[src/rtl/control_sequencer_if.sv]
// Control interface between the hardwired sequencer and the CPU datapath.
// Carries the IR value from the datapath and every control strobe going back.
//   master : sequencer side (drives strobes, run, state; reads ir)
//   slave  : datapath side (drives ir; reads strobes)
interface control_sequencer_if #(
  parameter int SW = 4
);
  logic [31:0]   ir;
  logic          pci, pco, iri, iro, mari, maro, mdri, mdro;
  logic          mem_read, mem_write;
  logic          hii, hio, loi, loo, ryi, ryo, rzi, rzo;
  logic          csigno;
  logic          gra, grb, grc, rin, rout, baout;
  logic          incpc;
  logic          run;
  logic [SW-1:0] state;

  modport master (
    input  ir,
    output pci, pco, iri, iro, mari, maro, mdri, mdro,
    output mem_read, mem_write,
    output hii, hio, loi, loo, ryi, ryo, rzi, rzo,
    output csigno,
    output gra, grb, grc, rin, rout, baout,
    output incpc, run, state
  );

  modport slave (
    output ir,
    input  pci, pco, iri, iro, mari, maro, mdri, mdro,
    input  mem_read, mem_write,
    input  hii, hio, loi, loo, ryi, ryo, rzi, rzo,
    input  csigno,
    input  gra, grb, grc, rin, rout, baout,
    input  incpc, run, state
  );
endinterface

[src/rtl/control_sequencer.sv]
// Hardwired Moore control unit for the CPU datapath.
// Runs a three-cycle fetch (T0-T2), decodes ir[31:27] from T3 onward, then a
// fixed per-opcode execute sequence before returning to T0. The halt opcode
// parks the machine in HALT until clear.
//   clock : system clock, rising edge
//   clear : asynchronous active-high reset to T0; strobes forced low while high
//   bus   : control interface (ir in; strobes, run, state out)
module control_sequencer #(
  parameter int OPW = 5,
  parameter int SW  = 4
) (
  input  logic                 clock,
  input  logic                 clear,
  control_sequencer_if.master  bus
);

  typedef enum logic [SW-1:0] {
    T0   = SW'(0),
    T1   = SW'(1),
    T2   = SW'(2),
    T3   = SW'(3),
    T4   = SW'(4),
    T5   = SW'(5),
    T6   = SW'(6),
    T7   = SW'(7),
    HALT = SW'(8)
  } state_t;

  typedef enum logic [OPW-1:0] {
    OP_LD   = OPW'(5'b00000),
    OP_LDI  = OPW'(5'b00001),
    OP_ST   = OPW'(5'b00010),
    OP_ADD  = OPW'(5'b00011),
    OP_SUB  = OPW'(5'b00100),
    OP_AND  = OPW'(5'b00101),
    OP_OR   = OPW'(5'b00110),
    OP_ADDI = OPW'(5'b01100),
    OP_NOP  = OPW'(5'b11010),
    OP_HALT = OPW'(5'b11011)
  } opcode_t;

  state_t         state_q, state_d;
  logic [OPW-1:0] opc;
  logic           is_alu, is_imm, is_mem;
  logic           unused_ir_bits;

  assign opc            = bus.ir[31 -: OPW];
  assign unused_ir_bits = ^bus.ir[31-OPW:0];

  assign is_alu = (opc == OP_ADD) || (opc == OP_SUB) || (opc == OP_AND) || (opc == OP_OR);
  // addi and ldi share T4/T5 with the ALU group but source C from the immediate
  assign is_imm = (opc == OP_ADDI) || (opc == OP_LDI);
  assign is_mem = (opc == OP_LD) || (opc == OP_ST);

  always_ff @(posedge clock or posedge clear) begin
    if (clear) state_q <= T0;
    else       state_q <= state_d;
  end

  assign bus.state = state_q;

  always_comb begin
    state_d       = state_q;
    bus.pci       = 1'b0;
    bus.pco       = 1'b0;
    bus.iri       = 1'b0;
    bus.iro       = 1'b0;
    bus.mari      = 1'b0;
    bus.maro      = 1'b0;
    bus.mdri      = 1'b0;
    bus.mdro      = 1'b0;
    bus.mem_read  = 1'b0;
    bus.mem_write = 1'b0;
    bus.hii       = 1'b0;
    bus.hio       = 1'b0;
    bus.loi       = 1'b0;
    bus.loo       = 1'b0;
    bus.ryi       = 1'b0;
    bus.ryo       = 1'b0;
    bus.rzi       = 1'b0;
    bus.rzo       = 1'b0;
    bus.csigno    = 1'b0;
    bus.gra       = 1'b0;
    bus.grb       = 1'b0;
    bus.grc       = 1'b0;
    bus.rin       = 1'b0;
    bus.rout      = 1'b0;
    bus.baout     = 1'b0;
    bus.incpc     = 1'b0;
    bus.run       = (state_q != HALT);

    // Strobe decode is suppressed while clear is asserted so the datapath sees
    // a quiet control bus during reset, even though state already reads T0.
    if (!clear) begin
      unique case (state_q)
        T0: begin
          bus.pco   = 1'b1;
          bus.mari  = 1'b1;
          bus.incpc = 1'b1;
          state_d   = T1;
        end
        T1: begin
          bus.mem_read = 1'b1;
          bus.mdri     = 1'b1;
          state_d      = T2;
        end
        T2: begin
          bus.mdro = 1'b1;
          bus.iri  = 1'b1;
          state_d  = T3;
        end
        T3: begin
          if (is_alu || (opc == OP_ADDI)) begin
            bus.grb  = 1'b1;
            bus.rout = 1'b1;
            bus.ryi  = 1'b1;
            state_d  = T4;
          end else if ((opc == OP_LDI) || is_mem) begin
            bus.grb   = 1'b1;
            bus.baout = 1'b1;
            bus.ryi   = 1'b1;
            state_d   = T4;
          end else if (opc == OP_HALT) begin
            state_d = HALT;
          end else begin
            state_d = T0;
          end
        end
        T4: begin
          if (is_alu) begin
            bus.grc  = 1'b1;
            bus.rout = 1'b1;
            bus.rzi  = 1'b1;
            state_d  = T5;
          end else if (is_imm || is_mem) begin
            bus.csigno = 1'b1;
            bus.rzi    = 1'b1;
            state_d    = T5;
          end else begin
            state_d = T0;
          end
        end
        T5: begin
          if (is_mem) begin
            bus.rzo  = 1'b1;
            bus.mari = 1'b1;
            state_d  = T6;
          end else if (is_alu || is_imm) begin
            bus.gra = 1'b1;
            bus.rin = 1'b1;
            bus.rzo = 1'b1;
            state_d = T0;
          end else begin
            state_d = T0;
          end
        end
        T6: begin
          if (opc == OP_LD) begin
            bus.mem_read = 1'b1;
            bus.mdri     = 1'b1;
            state_d      = T7;
          end else if (opc == OP_ST) begin
            // mem_read stays low so the MDR input mux selects the bus
            bus.gra  = 1'b1;
            bus.rout = 1'b1;
            bus.mdri = 1'b1;
            state_d  = T7;
          end else begin
            state_d = T0;
          end
        end
        T7: begin
          if (opc == OP_LD) begin
            bus.mdro = 1'b1;
            bus.gra  = 1'b1;
            bus.rin  = 1'b1;
          end else if (opc == OP_ST) begin
            bus.mem_write = 1'b1;
          end
          state_d = T0;
        end
        HALT: state_d = HALT;
        default: state_d = T0;
      endcase
    end
  end

endmodule

[src/flat_wrapper.sv]
// flat-port wrapper written by rule: the top's interface ports become plain ports
module control_sequencer_flat 
#(
  parameter int OPW = 5,
  parameter int SW  = 4
)
  (clock, clear, bus_ir, bus_pci, bus_pco, bus_iri, bus_iro, bus_mari, bus_maro, bus_mdri, bus_mdro, bus_mem_read, bus_mem_write, bus_hii, bus_hio, bus_loi, bus_loo, bus_ryi, bus_ryo, bus_rzi, bus_rzo, bus_csigno, bus_gra, bus_grb, bus_grc, bus_rin, bus_rout, bus_baout, bus_incpc, bus_run, bus_state);
  control_sequencer_if #(.SW(SW)) bus_i ();
  input  logic clock;
  input  logic clear;
  input wire logic [$bits(bus_i.ir)-1:0] bus_ir;
  output wire logic [$bits(bus_i.pci)-1:0] bus_pci;
  output wire logic [$bits(bus_i.pco)-1:0] bus_pco;
  output wire logic [$bits(bus_i.iri)-1:0] bus_iri;
  output wire logic [$bits(bus_i.iro)-1:0] bus_iro;
  output wire logic [$bits(bus_i.mari)-1:0] bus_mari;
  output wire logic [$bits(bus_i.maro)-1:0] bus_maro;
  output wire logic [$bits(bus_i.mdri)-1:0] bus_mdri;
  output wire logic [$bits(bus_i.mdro)-1:0] bus_mdro;
  output wire logic [$bits(bus_i.mem_read)-1:0] bus_mem_read;
  output wire logic [$bits(bus_i.mem_write)-1:0] bus_mem_write;
  output wire logic [$bits(bus_i.hii)-1:0] bus_hii;
  output wire logic [$bits(bus_i.hio)-1:0] bus_hio;
  output wire logic [$bits(bus_i.loi)-1:0] bus_loi;
  output wire logic [$bits(bus_i.loo)-1:0] bus_loo;
  output wire logic [$bits(bus_i.ryi)-1:0] bus_ryi;
  output wire logic [$bits(bus_i.ryo)-1:0] bus_ryo;
  output wire logic [$bits(bus_i.rzi)-1:0] bus_rzi;
  output wire logic [$bits(bus_i.rzo)-1:0] bus_rzo;
  output wire logic [$bits(bus_i.csigno)-1:0] bus_csigno;
  output wire logic [$bits(bus_i.gra)-1:0] bus_gra;
  output wire logic [$bits(bus_i.grb)-1:0] bus_grb;
  output wire logic [$bits(bus_i.grc)-1:0] bus_grc;
  output wire logic [$bits(bus_i.rin)-1:0] bus_rin;
  output wire logic [$bits(bus_i.rout)-1:0] bus_rout;
  output wire logic [$bits(bus_i.baout)-1:0] bus_baout;
  output wire logic [$bits(bus_i.incpc)-1:0] bus_incpc;
  output wire logic [$bits(bus_i.run)-1:0] bus_run;
  output wire logic [$bits(bus_i.state)-1:0] bus_state;
  assign bus_i.ir = bus_ir;
  assign bus_pci = bus_i.pci;
  assign bus_pco = bus_i.pco;
  assign bus_iri = bus_i.iri;
  assign bus_iro = bus_i.iro;
  assign bus_mari = bus_i.mari;
  assign bus_maro = bus_i.maro;
  assign bus_mdri = bus_i.mdri;
  assign bus_mdro = bus_i.mdro;
  assign bus_mem_read = bus_i.mem_read;
  assign bus_mem_write = bus_i.mem_write;
  assign bus_hii = bus_i.hii;
  assign bus_hio = bus_i.hio;
  assign bus_loi = bus_i.loi;
  assign bus_loo = bus_i.loo;
  assign bus_ryi = bus_i.ryi;
  assign bus_ryo = bus_i.ryo;
  assign bus_rzi = bus_i.rzi;
  assign bus_rzo = bus_i.rzo;
  assign bus_csigno = bus_i.csigno;
  assign bus_gra = bus_i.gra;
  assign bus_grb = bus_i.grb;
  assign bus_grc = bus_i.grc;
  assign bus_rin = bus_i.rin;
  assign bus_rout = bus_i.rout;
  assign bus_baout = bus_i.baout;
  assign bus_incpc = bus_i.incpc;
  assign bus_run = bus_i.run;
  assign bus_state = bus_i.state;
  control_sequencer #(.OPW(OPW), .SW(SW)) u_core (.clock(clock), .clear(clear), .bus(bus_i));
endmodule
[config.mk]
export PLATFORM = sky130hd
export DESIGN_NAME = control_sequencer_flat
export DESIGN_NICKNAME = d
export VERILOG_FILES = /design/src/rtl/control_sequencer_if.sv /design/src/rtl/control_sequencer.sv /design/src/flat_wrapper.sv
export SDC_FILE = /design/constraint.sdc
export NUM_CORES = 1
export LEC_CHECK = 0
export CORE_ASPECT_RATIO = 1.1
export CORE_UTILIZATION = 33
export CTS_BUF_LIST = sky130_fd_sc_hd__clkbuf_4
export DETAILED_ROUTE_END_ITERATION = 12
export PLACE_DENSITY = 0.87
export SLEW_MARGIN = 5
export SYNTH_ARGS = -nofsm -noshare
export SYNTH_HDL_FRONTEND = slang
export SYNTH_SLANG_ARGS = --single-unit
[constraint.sdc]
create_clock -name clock -period 1.9 [get_ports clock]
set_input_delay 0.38 -clock clock [delete_from_list [all_inputs] [get_ports clock]]
set_output_delay 0.38 -clock clock [all_outputs]
set_load 0.005 [all_outputs]
### Word level (Yosys, flattened, before mapping)

Cells that the tools add are included.

* bits of input ports: 34
* output and inout bits: 31
* word-level logic and storage cells: 86
* flip-flop bits (word level): 4

* multiplexer cells: 57
* reduce and logical (&&, ||, !) cells: 11
* eq/ne operators: 17

Operators with widths (count)
* $mux 1: 41
* $pmux 4 s8: 1
* $mux 4: 5
* $eq 4x3->1 const B: 4
* $eq 5x3->1 const B: 3
* $eq 5x2->1 const B: 2
* $pmux 1 s2: 5
* $logic_or 1x1->1: 9
* $mux 3: 3
* $eq 4x2->1 const B: 2
* $pmux 1 s3: 2
* $eq 5x1->1 const B: 1
* $eq 5x4->1 const B: 1
* $eq 5x5->1 const B: 1
* $logic_not 5->1: 1
* $eq 4x1->1 const B: 1
* $eq 4x4->1 const B: 1
* $logic_not 4->1: 1
* $ne 4x4->1 const B: 1

### Longest topological paths before layout

Gate-level depths: netlist (run 1).

* depth after elaboration: 9
* mapped depth: 6
* depth with buffers taken out: 5

### Worst setup path after synthesis (run 1)

OpenSTA, ideal clock, no wires.

* path type: flip-flop to output port
* start point: reg u_core.state_q[0] (netlist: u_core.bus.state[0])
* end point: out bus_mari
* stages on the path, launching flop included: 5
* data arrival time: 1.456 ns
* buffers on the path: 1
* path slack: 0.064 ns
* data required time: 1.520 ns
* path through: dfrtp_1 -> clkbuf_1 -> or2_2 -> nor4_1 -> o21bai_1

* longest elaborated chain between the ends: 3
* elaborated cells on any way between the ends: 4
* classes of those cells: eq/ne (1); mux (2); reduce/logical (1)

RTL lines
* start: declaration: RTL line control_sequencer.sv:42 `state_t state_q, state_d;`
* start signal: assignment: RTL line control_sequencer.sv:57 `else state_q <= state_d;`
* $eq 4x3->1 / $logic_not 4->1 (equally long branches): RTL line control_sequencer.sv:95 `unique case (state_q)`
* $pmux 1 s2 (*): RTL line control_sequencer.sv:95
* $mux 1 (*): RTL line control_sequencer.sv:94 `if (!clear) begin`
* end: declaration: RTL line flat_wrapper.sv:16 `output wire logic [$bits(bus_i.mari)-1:0] bus_mari;`

Mark *: on every way between the ends. The rest lies on a longest branch, timed or not.

### Worst setup path after layout (run 1)

* start point: reg u_core.state_q[2] (netlist: u_core.bus.state[2])
* end point: out bus_rout

* longest elaborated chain between the ends: 3
* elaborated cells on any way between the ends: 5
* classes of those cells: eq/ne (3); mux (2)

RTL lines
* $eq 4x3->1 / $eq 4x2->1 (equally long branches): RTL line control_sequencer.sv:95
* $pmux 1 s3 (*): RTL line control_sequencer.sv:95
* $mux 1 (*): RTL line control_sequencer.sv:94
* end: declaration: RTL line flat_wrapper.sv:35 `output wire logic [$bits(bus_i.rout)-1:0] bus_rout;`

Marks and branches as above.

==> results of run 1 <==
kinds of logic after synthesis:
kind of cell | Yosys count | synth area share, %
AO/OA/AOI/OAI | 35 | 28.1
XOR/XNOR | 2 | 2.29
buffers and inverters | 25 | 17.6
flip-flops | 4 | 13.1
other | 1 | 0.490
AND/OR/NAND/NOR | 55 | 38.4
power by group:
| group | switching [mW] | internal, mW | leakage [nW] |
|---|---|---|---|
| clock | 0.0328 | 0.0705 | 0.0138 |
| sequential | 0.0223 | 0.106 | 0.0472 |
| combinational | 0.457 | 0.510 | 0.763 |
| total | 0.512 | 0.687 | 0.824 |
metal layers:
metal  track usage (%)  wire [um]
met5                 0          0
met2              56.3       2400
met3              5.86        326
met4              14.8        214
met1              31.1       1650
how the worst max path moves through the flow:
stage	startpoint	end	slack, ns	cells after the start
floorplan	u_core.bus.state[0]$_DFFE_PP0N_	bus_mari	0.06	4
global placement	bus_ir[28]	bus_rzi	-0.76	6
detailed placement	bus_ir[28]	bus_rout	-0.79	8
CTS	u_core.bus.state[1]$_DFFE_PP0N_	bus_rout	-0.14	7
global route	u_core.bus.state[1]$_DFFE_PP0N_	bus_rout	-0.23	6
finish	u_core.bus.state[2]$_DFFE_PP0N_	bus_rout	-0.20	5
synth_stat cells (all sizes together) (2+ instances only):
cell / number / area [um^2]
a21oi: 9 / 45.0
a31oi: 2 / 12.5
a32oi: 2 / 17.5
buf: 11 / 82.6
clkbuf: 9 / 33.8
dfrtp: 4 / 100
inv: 5 / 18.8
nand2: 11 / 43.8
nand2b: 4 / 25.0
nand3: 3 / 15.0
nand3b: 2 / 15.0
nor2: 17 / 63.8
nor3: 4 / 20.0
nor4: 3 / 25.0
nor4b: 2 / 17.5
o21ai: 11 / 55.1
o21bai: 2 / 15.0
o22ai: 2 / 12.5
o31ai: 2 / 15.0
o32ai: 2 / 17.5
or2: 2 / 12.5
or3: 2 / 17.5
xor2: 2 / 17.5
cell usage in the layout, fill, tap and decap left out, types with 2 or more instances in the layout:
master           netlist  layout
nand3b_1               2       2
or3_4                  1       2
buf_2                  0      15
buf_6                  0      21
o21bai_1               2       2
a21oi_1                9       5
nand2b_4               0       3
conb_1                 1       8
nand2_1               10       7
nor2_4                 0       3
nor2_1                17      10
o21ai_2                0       3
nor2_2                 0       4
buf_4                 11      48
clkbuf_4               0       3
dfrtp_2                0       2
clkbuf_2               0       3
nand2_2                1       3
clkdlybuf4s50_1        0       3
nand3_1                3       2
inv_1                  5       4
nor3_1                 4       2
a31oi_4                0       2
nor4_4                 0       3
o21ai_0               11       7
or2_4                  0       2
a21oi_2                0       3
dfrtp_1                4       2
layout make-up:
class	count	share of cell area, %
clock buffers	3	1.25
multi-input cells	100	46.7
flip-flops and latches	4	5.70
repair buffers	94	42.9
well taps	28	1.95
inverters	5	1.46
metrics by stage:
step	TNS (ns)	hold WS, ns	util (%)	setup slack, ns
floorplan	0	0.196	-	0.0641
global placement	-11.53	0.658	62.9	-0.758
detailed placement	-12.07	0.685	62.9	-0.786
CTS	-0.214	0.517	74.0	-0.141
global route	-0.946	0.594	85.5	-0.227
finish	-0.494	0.585	85.5	-0.199
what timing repair did:
action / 4_1_cts / 5_1_grt
resized for setup: 129 / 57
cloned: 0 / 0
endpoints found under the hold margin: 0 / 0
endpoints found under the setup margin: 21 / 20
pin swaps: 21 / 20
setup buffers: 16 / 9
worst max-delay path: cells and delay by family (launching register included):
kind | cells | cell delay (ns)
compound gates | 1 | 0.13
simple gates | 2 | 0.66
flops | 1 | 0.43
buf+inv | 2 | 0.25
==> results.yml, run 1 <==
sta:
  layout_min_cycle_time_ns: 2.10
  fin_crit_sh_pct: 110
  drv_slew: 0
  finalSetupViolations: 7
  fin_ws_ns: -0.199
  fin_worst_skew_ns: 0.000346
  rsz0062_at_grt: "true"
  hold_violations: 0
  fmax_ghz: 0.477
setup_path:
  required_ns: 1.52
  regToRegSetupSlack_ns: 0.01
  arrival_ns: 1.72
  r2r_start: "u_core.bus.state[2]$_DFFE_PP0N_"
  cp-end-kind: "output pin"
  startpoint_type: "flop"
  r2r_end: "u_core.bus.state[3]$_DFFE_PP0N_"
  cp_cell_sequence: "buf_6, or3_4, o32ai_2, and4b_1, buf_2"
  max_stage_delay_ns: 0.43
  critPathMaxFanout: 4
  reg2reg_depth: 5
  crit_type: "flop to output pin"
  cpMaxStageDelayCell: "dfrtp_2"
power_and_ir_drop:
  p_leak_nw: 0.824
  power_mw: 1.20
  cellPowerDensity_nw_per_um2: 666
  peakVddDrop_uv: 674
global_routing:
  grtUsageTotal_pct: 30.6
  grt_pass1_wl_mm: 5.55
  overflow: 0
  grt_pass1_vias: 1329
  antenna_found_initial: 0
  grt_max_degree: 12
yosys:
  yosys.cell_types.count: 36
  ys_seq_area_share_pct: 13.1
  syn-cell-area_um2: 766
  ys_warn_count: 0
  synth_edf_count: 0
  ys_ff_latch: 4
  synth-main-ff-cell: "dfrtp_1"
  syn_inst: 122
  ys_async_sr_fraction_pct: 100
  syn_area_per_cell_um2: 6.28
final_layout:
  postLayoutCellArea_um2: 1800
  n_fill_cell: 100
  instances_no_fill: 234
  drive_gt1_share_pct: 67.0
  seq_area_um2: 103
  multi_input_area_um2: 841
  diodes: 0
  largest_register_ffs: 4
  syn_to_final_growth_pct: 135
  final_nets: 242
clock_network:
  ctsHoldBuffers: 0
  clk_latency_ns: 0.23
  cts_tree: "yes"
  root_buffer: "clkbuf_4"
  cts_htree_levels: 1
  cts_buffers: 3
  path_clk_slew_ns: 0.04
  cts.sinks: 4
  cts_buffer_depth: 2
die:
  num_rows: 17
  die_area_um2: 2520
  die_h_um: 52.5
  io_pins: 65
  core_um2: 2110
  initial_core_util_pct: 36.4
  die_width_um: 47.9
run:
  cap_violations: 0
route:
  drcViolationCount: 0
  drt_pre_antenna_iters: 4
  vias: 1380
  finalWirelength_mm: 4.59
  ant_nets: 0
  post_drt_via_cell_ratio: 5.90
  wire_per_inst_um: 19.6
  drtIter0Drc: 38
place:
  port_buffers: 29
  dpl-instance-area_um2: 1320
  placed_cells_incl_taps: 209
  dp_hpwl_mm: 2.10
  place_congestion: 0.922
hold_path:
  min_path_type: "input pin to asynchronous set/reset pin"
status:
  status: "finished, violations left"
  violations: "setup timing"
(Power assumes the default switching activity.)
==> run 2: changes to the inputs <==
--- a/config.mk
+++ b/config.mk
@@ -6,10 +6,11 @@
 export NUM_CORES = 1
 export LEC_CHECK = 0
 export CORE_ASPECT_RATIO = 1.1
+export CORE_MARGIN = 2
 export CORE_UTILIZATION = 33
 export CTS_BUF_LIST = sky130_fd_sc_hd__clkbuf_4
 export DETAILED_ROUTE_END_ITERATION = 12
-export PLACE_DENSITY = 0.87
+export PLACE_DENSITY = 0.83
 export SLEW_MARGIN = 5
 export SYNTH_ARGS = -nofsm -noshare
 export SYNTH_HDL_FRONTEND = slang
==> run 2 against run 1 <==
The flow still finishes with violations (setup timing). Sequential cell count did not move. Count of clock-buffer cells in the layout did not move. Power fell by 12%. Cell count fell by 3.0%. Via count fell by 8.3%. Die area rose by 8.1%. Global-route usage fell by 2.8 points. Register-to-register slack improved by 0.03 ns. Critical endpoint unchanged.
==> results.yml, run 2 (synthesis results as in run 1) <==
die:
  die_h_um: 54.5
  num_rows: 18
  io_pins: 65
  die_area_um2: 2720
  initial_core_util_pct: 34.3
  core_um2: 2230
  die_width_um: 49.9
place:
  dp_slack_ns: -0.800
  port_buffers: 29
  place_congestion: 0.849
  dp_hpwl_mm: 1.96
power_and_ir_drop:
  power_mw: 1.05
  cellPowerDensity_nw_per_um2: 626
  combinationalPowerShare_pct: 78.3
  p_sw_uw: 452
  power_frac_seq_pct: 11.7
  power.share.clock_pct: 10.0
  internal-power_uw: 597
  switching_share_pct: 43.1
  p_leak_nw: 0.750
  peakVddDrop_uv: 532
global_routing:
  grt_max_degree: 12
  grt_use_met3_pct: 4.92
  top_usage_layer: "met2"
  met2_usage_pct: 51.1
  use_met1_pct: 29.2
  grt_pass1_wl_mm: 5.63
  antenna_found_initial: 0
  overflow: 0
  grtUsageTotal_pct: 27.8
  grt_pass1_vias: 1183
final_layout:
  most-common-layout-cells: "buf_4, buf_6, buf_2"
  largest_register_ffs: 4
  final_nets: 233
  n_fill_cell: 157
  mostFrequentLayoutCell: "buf_4"
  diodes: 0
  syn_to_final_growth_pct: 119
  drive_gt1_share_pct: 62.4
clock_network:
  root_buffer: "clkbuf_4"
  clk_latency_ns: 0.23
  path_clk_slew_ns: 0.04
  cts_tree: "yes"
  cts_htree_levels: 1
  cts_buffers: 3
  cts_buffer_depth: 2
  ctsHoldBuffers: 0
  cts.sinks: 4
sta:
  fin_worst_skew_ns: 0.00270
  fin_ws_ns: -0.130
  fin_crit_sh_pct: 107
  layout_min_cycle_time_ns: 2.03
  drv_slew: 0
  fmax_ghz: 0.493
  finalSetupViolations: 13
  fin_setup_tns_ns: -0.764
  rsz0062_at_grt: "true"
  hold_violations: 0
setup_path:
  crit_type: "flop to output pin"
  regToRegSetupSlack_ns: 0.04
  critPathMaxFanout: 3
  crit_family: "simple AND/OR/NAND/NOR gates"
  required_ns: 1.52
  r2r_start: "u_core.bus.state[1]$_DFFE_PP0N_"
  r2r_end: "u_core.bus.state[2]$_DFFE_PP0N_"
  cpMaxStageDelayCell: "dfrtp_1"
  reg2reg_depth: 11
  startpoint_type: "flop"
  max_stage_delay_ns: 0.43
  cp_cell_sequence: "nand2b_4, or2_4, o32ai_2, and4b_1, buf_2"
  cp-end-kind: "output pin"
  arrival_ns: 1.65
  crit_buf_inv: 1
route:
  vias: 1265
  post_drt_via_cell_ratio: 5.57
  finalWirelength_mm: 3.99
  drtIter0Drc: 34
  drcViolationCount: 0
  drt_pre_antenna_iters: 4
  ant_nets: 0
  wire_per_inst_um: 17.6
status:
  status: "finished, violations left"
  violations: "setup timing"
hold_path:
  min_path_type: "input pin to asynchronous set/reset pin"
run:
  cap_violations: 0
==> run 2: changes by cell type in the layout (fill, tap and decap cells not counted), sizes merged <==
cell           before  now
clkdlybuf4s15       0    2
clkbuf              6    7
buf                86   73
dlygate4sd2         1    2
==> run 2: how the worst max path moves through the flow <==
stage | startpoint | end | slack (ns) | depth (start not counted)
2_1_floorplan | u_core.bus.state[0]$_DFFE_PP0N_ | bus_mari | 0.06 | 4
5_1_grt | u_core.bus.state[0]$_DFFE_PP0N_ | bus_rout | -0.19 | 5
3_5_place_dp | bus_ir[27] | bus_mem_read | -0.80 | 6
6_report | u_core.bus.state[0]$_DFFE_PP0N_ | bus_rout | -0.13 | 5
3_3_place_gp | bus_ir[28] | bus_rout | -0.79 | 7
4_1_cts | u_core.bus.state[0]$_DFFE_PP0N_ | bus_incpc | -0.18 | 7
==> run 2: metal layers <==
layer / vias to the layer above / part of all wire, %
li1: 567 / -
met1: 607 / 36
met2: 67 / 52
met3: 24 / 5.9
met4: 0 / 5.9
met5: - / 0
==> run 2: layout make-up <==
cell class	count	area [um^2]	area share, %
clock buffer	3	22.5	1.34
inverter	5	21.3	1.27
multi-input combinational	100	793	47.3
sequential	4	101	6.04
tap	30	37.5	2.24
timing repair buffer	85	701	41.8
==> run 2: timing repair <==
item                                    4_1_cts  5_1_grt
pin swaps                                    22       17
endpoints found under the setup margin       19       22
gates cloned                                  1        0
buffers inserted                             20        2
gates resized for setup                     119       51
==> run 2: worst register-to-register path: stages (launching register included) <==
cell	delay [ns]
dfrtp_2	0.40
buf_6	0.14
buf_8	0.14
nand2_2	0.12
buf_6	0.11
buf_4	0.09
buf_4	0.09
buf_4	0.09
buf_4	0.09
buf_4	0.12
a21oi_4	0.05
o31a_1	0.29
==> run 2: power by group through the flow <==
stage	combinational, mW	clock, mW	sequential, mW
3_3_place_gp	0.480	0	0.129
2_1_floorplan	0.249	0	0.120
4_1_cts	0.651	0.110	0.117
5_1_grt	0.866	0.119	0.124
6_report	0.821	0.105	0.123
3_5_place_dp	0.491	0	0.130
==> run 2: through the flow <==
| stage | cells | hold slack [ns] | area [um^2] | utilization [%] |
|---|---|---|---|---|
| 2_1_floorplan | 129 | 0.196 | 792 | - |
| 3_3_place_gp | 203 | 0.653 | 1270 | 56.8 |
| 3_5_place_dp | 203 | 0.677 | 1270 | 56.8 |
| 4_1_cts | 227 | 0.483 | 1530 | 68.7 |
| 5_1_grt | 227 | 0.552 | 1680 | 75.2 |
| 6_report | 227 | 0.539 | 1680 | 75.2 |
==> run 3: changes to the inputs <==
--- a/config.mk
+++ b/config.mk
@@ -6,7 +6,7 @@
 export NUM_CORES = 1
 export LEC_CHECK = 0
 export CORE_ASPECT_RATIO = 1.1
-export CORE_MARGIN = 2
+export CORE_MARGIN = 8
 export CORE_UTILIZATION = 33
 export CTS_BUF_LIST = sky130_fd_sc_hd__clkbuf_4
 export DETAILED_ROUTE_END_ITERATION = 12
==> constraint.sdc (replaced) <==
create_clock -name clock -period 2.2 [get_ports clock]
set_input_delay 0.44 -clock clock [delete_from_list [all_inputs] [get_ports clock]]
set_output_delay 0.44 -clock clock [all_outputs]
set_load 0.005 [all_outputs]
==> run 3 against run 2 <==
The flow still finishes with violations (setup timing). Sequential power fell by 7%. Critical path depth rose by 1. First-iteration DRC count grew 56%. Sequential cell count is the same. Count of clock-buffer cells in the layout is the same. Final area decreased by 9.3%. Die area rose by 51%. Clock power shrank 15%. Hold slack gained 0.028 ns. Clock skew up 0.00072 ns. Worst setup slack better by 0.060 ns.
==> results.yml, run 3 (synthesis results as in run 1) <==
setup_path:
  arrival_ns: 1.83
  cp-startpoint: "u_core.bus.state[0]$_DFFE_PP0N_"
  crit_type: "flop to output pin"
  r2r_start: "u_core.bus.state[0]$_DFFE_PP0N_"
  critPathMaxFanout: 4
  required_ns: 1.76
  cp-end-kind: "output pin"
  startpoint_type: "flop"
final_layout:
  diodes: 0
  syn_to_final_growth_pct: 98.7
  instances_no_fill: 224
  final_nets: 230
  n_fill_cell: 177
  drive_gt1_share_pct: 47.9
  largest_register_ffs: 4
  most-common-layout-cells: "buf_4, nor2_1, o21ai_0, dlygate4sd2_1"
  mostFrequentLayoutCell: "buf_4"
global_routing:
  grt_max_degree: 12
  overflow: 0
  grt_use_met3_pct: 3.08
  antenna_found_initial: 0
  grtUsageTotal_pct: 16.2
  grt_pass1_vias: 1133
  top_usage_layer: "met2"
  met2_usage_pct: 29.9
  grt_pass1_wl_mm: 5.08
  use_met1_pct: 16.3
route:
  vias: 1188
  drcViolationCount: 0
  wire_per_inst_um: 15.3
  post_drt_via_cell_ratio: 5.30
  drtIter0Drc: 53
  finalWirelength_mm: 3.44
  ant_nets: 0
  drt_pre_antenna_iters: 4
run:
  cap_violations: 0
sta:
  finalSetupViolations: 1
  fin_worst_skew_ns: 0.00342
  hold-worst-slack_ns: 0.567
  fin_setup_tns_ns: -0.0699
  drv_slew: 0
  fin_crit_sh_pct: 103
  hold_violations: 0
  layout_min_cycle_time_ns: 2.27
  rsz0062_at_grt: "true"
  fmax_ghz: 0.441
  fin_ws_ns: -0.0699
status:
  violations: "setup timing"
  status: "finished, violations left"
place:
  dp_slack_ns: -0.639
  place_congestion: 0.862
  dp_hpwl_mm: 2.17
  placed_cells_incl_taps: 203
  port_buffers: 29
clock_network:
  cts_buffer_depth: 2
  cts_htree_levels: 1
  cts.sinks: 4
  cts_tree: "yes"
  clk_latency_ns: 0.23
  root_buffer: "clkbuf_4"
  cts_buffers: 3
  path_clk_slew_ns: 0.04
  ctsHoldBuffers: 0
die:
  die_width_um: 61.9
  core_um2: 2230
  die_area_um2: 4120
  die_h_um: 66.5
  num_rows: 18
  initial_core_util_pct: 34.3
  io_pins: 65
power_and_ir_drop:
  p_leak_nw: 0.722
  peakVddDrop_uv: 357
  cellPowerDensity_nw_per_um2: 505
hold_path:
  min_path_type: "input pin to asynchronous set/reset pin"
[run 3: critical path, cell delays in order, from the launching register on]
cell and delay, ns:
dfrtp_1 0.41, buf_4 0.16, nand2b_4 0.14, or2_4 0.26
o32ai_2 0.26, and4b_1 0.25, clkbuf_2 0.12
[run 3: worst paths after layout]
path | end | slack, ns | cells after the start
setup / recovery | bus_rout | -0.07 | 6
hold / removal | u_core.bus.state[3]$_DFFE_PP0N_ | 0.57 | 3
setup reg to reg | u_core.bus.state[3]$_DFFE_PP0N_ | 0.31 | 6
hold reg to reg | u_core.bus.state[1]$_DFFE_PP0N_ | 0.75 | 2
max in group asynchronous | u_core.bus.state[2]$_DFFE_PP0N_ | 1.37 | 3
min in group clock | u_core.bus.state[1]$_DFFE_PP0N_ | 0.75 | 2
[run 3: routing by layer]
metal,wire [um],vias up
met2,1830,59
met5,0,-
met3,231,14
met1,1270,554
met4,104,0
li1,-,561
[run 3: repair_timing]
action	in CTS	in global routing
gates cloned	1	0
buffers inserted	10	7
pin swaps	7	8
setup endpoints to repair	19	12
gates resized for setup	53	36
[run 3: power by group]
part	switching (mW)	internal (mW)	total (mW)
clock	0.0285	0.0609	0.0893
combinational	0.266	0.299	0.564
sequential	0.0241	0.0914	0.115
[run 3: per-stage QoR]
| stage | cell area, um^2 | util (%) | total power, mW |
|---|---|---|---|
| 2_1_floorplan | 792 | - | 0.319 |
| 3_3_place_gp | 1270 | 56.8 | 0.526 |
| 3_5_place_dp | 1270 | 56.8 | 0.534 |
| 4_1_cts | 1420 | 63.6 | 0.689 |
| 5_1_grt | 1520 | 68.2 | 0.820 |
| 6_report | 1520 | 68.2 | 0.769 |
[run 3: area by class of cell]
cell class / instances / area [um^2] / share of cell area, %
Multi-Input combinational cell: 100 / 679 / 44.7
Timing Repair Buffer: 82 / 661 / 43.4
Sequential cell: 4 / 103 / 6.74
Tap cell: 30 / 37.5 / 2.47
Clock buffer: 3 / 22.5 / 1.48
Inverter: 5 / 18.8 / 1.23
